--- config.mk ---
export PLATFORM = sky130hd
export DESIGN_NAME = decode_issue_scheduler
export DESIGN_NICKNAME = d
export VERILOG_FILES = /design/src/rtl/decode_issue_scheduler.sv
export SDC_FILE = /design/constraint.sdc
export NUM_CORES = 1
export LEC_CHECK = 0
export CORE_AREA = 2 2 140 142
export CTS_BUF_LIST = sky130_fd_sc_hd__clkbuf_4
export DETAILED_ROUTE_END_ITERATION = 10
export DIE_AREA = 0 0 142 144
export SLEW_MARGIN = 20
export SYNTH_ARGS = -nofsm -noshare
export SYNTH_HDL_FRONTEND = slang
export SYNTH_SLANG_ARGS = --single-unit
--- constraint.sdc ---
create_clock -name clk -period 3.6 [get_ports clk]
set_input_delay 0.54 -clock clk [delete_from_list [all_inputs] [get_ports clk]]
set_output_delay 0.54 -clock clk [all_outputs]
set_load 0.05 [all_outputs]
--- src/rtl/decode_issue_scheduler.sv ---
// Issue scheduler between decode and execute: scoreboards in-flight register
// writes, reserves the single register-file write port, and holds decode while
// a branch is unresolved. A taken branch produces a one-cycle flush pulse.
module decode_issue_scheduler #(
    parameter int ALU_LAT  = 2,
    parameter int LOAD_LAT = 4,
    parameter int ZERO_REG = 31,
    parameter int CNT_W    = 16
) (
    input  logic             clk,
    input  logic             reset_n,
    input  logic             issue_valid,
    output logic             issue_ready,
    input  logic [4:0]       rs1,
    input  logic             rs1_used,
    input  logic [4:0]       rs2,
    input  logic             rs2_used,
    input  logic [4:0]       rd,
    input  logic             rd_write,
    input  logic             is_load,
    input  logic             is_branch,
    input  logic             br_resolve,
    input  logic             br_taken,
    output logic             flush,
    output logic             wb_now,
    output logic [31:0]      pending,
    output logic [CNT_W-1:0] stall_count
);

    localparam int SB_W = $clog2(LOAD_LAT + 1);

    typedef enum logic {
        ST_RUN     = 1'b0,
        ST_BR_WAIT = 1'b1
    } state_t;

    state_t            state_q, state_d;
    logic              issue_fire;
    logic              wr_issue;
    logic [SB_W-1:0]   wr_lat;
    logic              hazard_raw, hazard_waw, hazard_port;
    logic [LOAD_LAT:1] slot_q, slot_d;
    logic [CNT_W-1:0]  stall_q, stall_d;

    assign issue_fire = issue_valid & issue_ready;
    // Branches never claim a destination even if decode flags rd_write.
    assign wr_issue   = issue_fire & ~is_branch & rd_write;
    assign wr_lat     = is_load ? SB_W'(LOAD_LAT) : SB_W'(ALU_LAT);

    // Hazard terms from current decode inputs against registered state.
    // Only ALU ops can collide on the write port: a load lands beyond any
    // writeback already scheduled, so only slot[ALU_LAT+1] needs checking.
    always_comb begin
        hazard_raw  = (rs1_used & pending[rs1]) | (rs2_used & pending[rs2]);
        hazard_waw  = rd_write & pending[rd];
        hazard_port = rd_write & ~is_load & slot_q[ALU_LAT+1];
    end

    // Per-register countdown of cycles until the in-flight write lands.
    generate
        for (genvar gi = 0; gi < 32; gi++) begin : g_sb
            if (gi == ZERO_REG) begin : g_zero
                assign pending[gi] = 1'b0;
            end else begin : g_entry
                localparam logic [4:0] REG_IDX = 5'(gi);
                logic [SB_W-1:0] cnt_q, cnt_d;

                // Decrement toward zero; a new write to this register reloads it.
                always_comb begin
                    cnt_d = cnt_q;
                    if (cnt_q != '0) begin
                        cnt_d = cnt_q - SB_W'(1);
                    end
                    if (wr_issue && (rd == REG_IDX)) begin
                        cnt_d = wr_lat;
                    end
                end

                // Counter register, cleared on reset.
                always_ff @(posedge clk) begin
                    if (!reset_n) begin
                        cnt_q <= '0;
                    end else begin
                        cnt_q <= cnt_d;
                    end
                end

                assign pending[gi] = (cnt_q != '0);
            end
        end
    endgenerate

    // Write-port reservation: slots shift toward slot[1]; an issue books slot[L].
    generate
        for (genvar gi = 1; gi <= LOAD_LAT; gi++) begin : g_slot
            logic shifted_in;
            if (gi == LOAD_LAT) begin : g_top
                assign shifted_in = 1'b0;
            end else begin : g_mid
                assign shifted_in = slot_q[gi+1];
            end
            assign slot_d[gi] = shifted_in | (wr_issue & (wr_lat == SB_W'(gi)));
        end
    endgenerate

    // Slot register, cleared on reset so in-flight writebacks are discarded.
    always_ff @(posedge clk) begin
        if (!reset_n) begin
            slot_q <= '0;
        end else begin
            slot_q <= slot_d;
        end
    end

    assign wb_now = slot_q[1];

    // FSM state register.
    always_ff @(posedge clk) begin
        if (!reset_n) begin
            state_q <= ST_RUN;
        end else begin
            state_q <= state_d;
        end
    end

    // FSM next state: wait after an issued branch until execution resolves it.
    always_comb begin
        state_d = state_q;
        case (state_q)
            ST_RUN: begin
                if (issue_fire && is_branch) begin
                    state_d = ST_BR_WAIT;
                end
            end
            ST_BR_WAIT: begin
                if (br_resolve) begin
                    state_d = ST_RUN;
                end
            end
        endcase
    end

    // FSM outputs: ready only in RUN without hazards; flush on taken resolve.
    always_comb begin
        issue_ready = 1'b0;
        flush       = 1'b0;
        case (state_q)
            ST_RUN: begin
                issue_ready = ~(hazard_raw | hazard_waw | hazard_port);
            end
            ST_BR_WAIT: begin
                flush = br_resolve & br_taken;
            end
        endcase
    end

    // Saturating count of cycles where decode offered an instruction but was held.
    always_comb begin
        stall_d = stall_q;
        if (issue_valid && !issue_ready && (stall_q != '1)) begin
            stall_d = stall_q + CNT_W'(1);
        end
    end

    // Stall counter register.
    always_ff @(posedge clk) begin
        if (!reset_n) begin
            stall_q <= '0;
        end else begin
            stall_q <= stall_d;
        end
    end

    assign stall_count = stall_q;

endmodule

==> metrics.txt <==
num rows=51; Overflow after GRT=0; Post-Syn Instances=857; Pwr per Cell Area=989 nW/um2; Peak Freq=0.279 GHz; die width=142 um; Mean Syn Cell Area=8.65 um2; largest net degree at the start of global routing=50; GRT Resource Usage Total=21.0%; Iter 0 DRT Violations=503; Worst Skew=0.0173 ns; Total Nets Final=1073; Post-CTS Hold Buffers=0; CTS sink cnt=114; status=finished clean; CP Data Arrival Time=3.04 ns; ys async rst share=0%; Worst Path Required=3.06 ns; post-layout util=49.4%; MaxCap Viol Count=0; CTS tree=done; area grow syn2layout=27.1%; syn nets=945; clk buf depth=2; core box area=19100 um2; Top Ports=76; first-pass GRT wire length=32.6 mm; synth warn=0; Final min period=3.58 ns; Hold Vio Cnt, Final=0; worst slew pin tran=0.714 ns; DR WL/cell=17.2 um; H-tree Lvls=4; initial core utilization=38.8%; CP startpoint kind=flip-flop; final setup TNS=0 ns; vias per inst=5.28; number of synthesized flops with an enable pin=0; Routed Antenna Nets=0; worst setup margin=0.0185 ns; Via Count=6529; Worst-Skew Late Latency=0.55 ns; hold crit path type=primary input to flip-flop; Placement Cell Area=8670 um2; Max rail drop VDD=0.000625 V; worst-path fanout max=2; most common cell after layout, fill and taps aside=dfxtp_1; vias in the first global route=5949; Yosys cell types=63; part of the cycle the worst path needs=99.5%; Leak=0.00407 uW; max_slew headroom=52.0%; Max Transition Viols Final=0; flops & latches, synth=114; layout cells sized above 1=23.0%; initial antenna violation count=1; RSZ-0062 raised after global routing=true; detailed placement HPWL=15.7 mm; cell area after layout=9420 um2; CTS clk-pin slew, worst paths=0.10 ns; post-place setup slack=-0.0433 ns; endpoints failing setup=0; Die ar.=20400 um2; number of port buffers=74; CTS buffer count=17; mapped cell area=7410 um2; post-synthesis sequential area ratio=30.8%; Root Buffer=clkbuf_4; Die Y=144 um; DRC viols=0; ys flop type=dfxtp_1; GPL Wtd Cong=0.945; Worst Setup Path Type=flip-flop to output pin; most frequent cells in the layout=dfxtp_1 (93), nand2_1 (91), inv_1 (85); Worst setup EP type=output pin; TritonRoute pass-1 iters=7; total wire length=21.3 mm
cell usage after synthesis, types with 2 or more instances:
| cell type | instances | area (um2) |
|---|---|---|
| dfxtp_1 | 114 | 2280 |
| inv_1 | 97 | 364 |
| nand2_1 | 91 | 342 |
| ha_1 | 63 | 788 |
| nor2_1 | 48 | 180 |
| mux2i_1 | 47 | 470 |
| and3_1 | 34 | 213 |
| nor2b_1 | 32 | 200 |
| nand3_1 | 31 | 155 |
| xnor2_1 | 31 | 272 |
| o31ai_1 | 28 | 210 |
| clkbuf_1 | 24 | 90.1 |
| o211ai_1 | 21 | 158 |
| o21ai_0 | 20 | 100 |
| mux2_2 | 18 | 203 |
| mux4_2 | 18 | 405 |
| nor3_1 | 16 | 80.1 |
| a21oi_1 | 14 | 70.1 |
| o22ai_1 | 13 | 81.3 |
| nand2b_1 | 11 | 68.8 |
| buf_2 | 9 | 45.0 |
| buf_6 | 6 | 67.6 |
| or4_1 | 6 | 45.0 |
| and2_1 | 5 | 31.3 |
| nand4_1 | 5 | 31.3 |
| nor3b_1 | 4 | 30.0 |
| a211oi_1 | 3 | 22.5 |
| o2111ai_1 | 3 | 26.3 |
| o41ai_1 | 3 | 26.3 |
| a221oi_1 | 2 | 17.5 |
| a22o_1 | 2 | 17.5 |
| a31oi_1 | 2 | 12.5 |
| buf_4 | 2 | 15.0 |
| nand2b_4 | 2 | 27.5 |
| o311ai_0 | 2 | 17.5 |
| or2_2 | 2 | 12.5 |
| or3_1 | 2 | 12.5 |
flip-flops by register name, indices dropped and copies added, names as in the netlist:
signal and flops:
g_sb.g_entry.cnt_q 93, stall_count 16, slot_q 4, state_q 1
layer usage:
layer / GRT usage (%) / up-vias / part of all wire [%]
met5: 0 / - / 0
met4: 6.68 / 0 / 2.0
met3: 4.87 / 35 / 5.4
met2: 33.1 / 176 / 46
met1: 28.5 / 3093 / 47
li1: - / 3225 / -
cell families after synthesis:
logic type      share of synthesized area (%)
flops                                    30.8
xor+xnor                                 3.66
buf+inv                                  8.10
simple gates                             20.4
fa+ha+maj                                10.6
other cells                            0.0506
mux                                      14.6
compound gates                           11.8
through the flow:
| step | power, uW | hold WS [ns] | instances |
|---|---|---|---|
| 6_report | 9320 | 0.356 | 1237 |
| 3_3_place_gp | 7620 | 0.423 | 1184 |
| 2_1_floorplan | 5970 | 0.412 | 857 |
| 4_1_cts | 9060 | 0.327 | 1228 |
| 3_5_place_dp | 7700 | 0.422 | 1184 |
| 5_1_grt | 10000 | 0.329 | 1237 |
worst max-delay path, stage by stage (launching register included):
cell	delay [ns]
dfxtp_2	0.34
inv_2	0.07
ha_4	0.13
nor2b_4	0.16
inv_2	0.05
buf_4	0.12
mux4_2	0.46
nor2_2	0.11
o22ai_2	0.09
or4_4	0.50
or2_4	0.28
inv_8	0.06
buf_12	0.12
repair_timing:
action	4_1_cts	5_1_grt
buffers inserted	14	12
endpoints found under the setup margin	1	1
pin swaps	7	6
gates resized for setup	36	61
report_power, final:
group	leakage (uW)	switching [uW]	internal (uW)
sequential	0.000947	302	1740
combinational	0.00296	3380	2830
clock	0.000165	504	554
total	0.00407	4190	5130
cell type report:
type / instances / area (um2)
sequential: 114 / 2310
timing repair buffer: 151 / 1340
clock inverter: 13 / 166
fill: 1846 / 9660
clock buffer: 19 / 143
inverter: 100 / 383
tap: 238 / 298
antenna: 1 / 2.50
multi-input combinational: 601 / 4780
final timing paths:
kind,slack (ns),depth (start not counted),from,end
min reg2reg,0.44,1,slot_q[2],slot_q[1]
max reg2reg,0.33,15,g_sb[26].g_entry.cnt_q[0],g_sb[12].g_entry.cnt_q[2]
max,0.02,12,g_sb[26].g_entry.cnt_q[0],issue_ready
min,0.36,3,reset_n,slot_q[4]
Power figures use the tool's default switching activity.
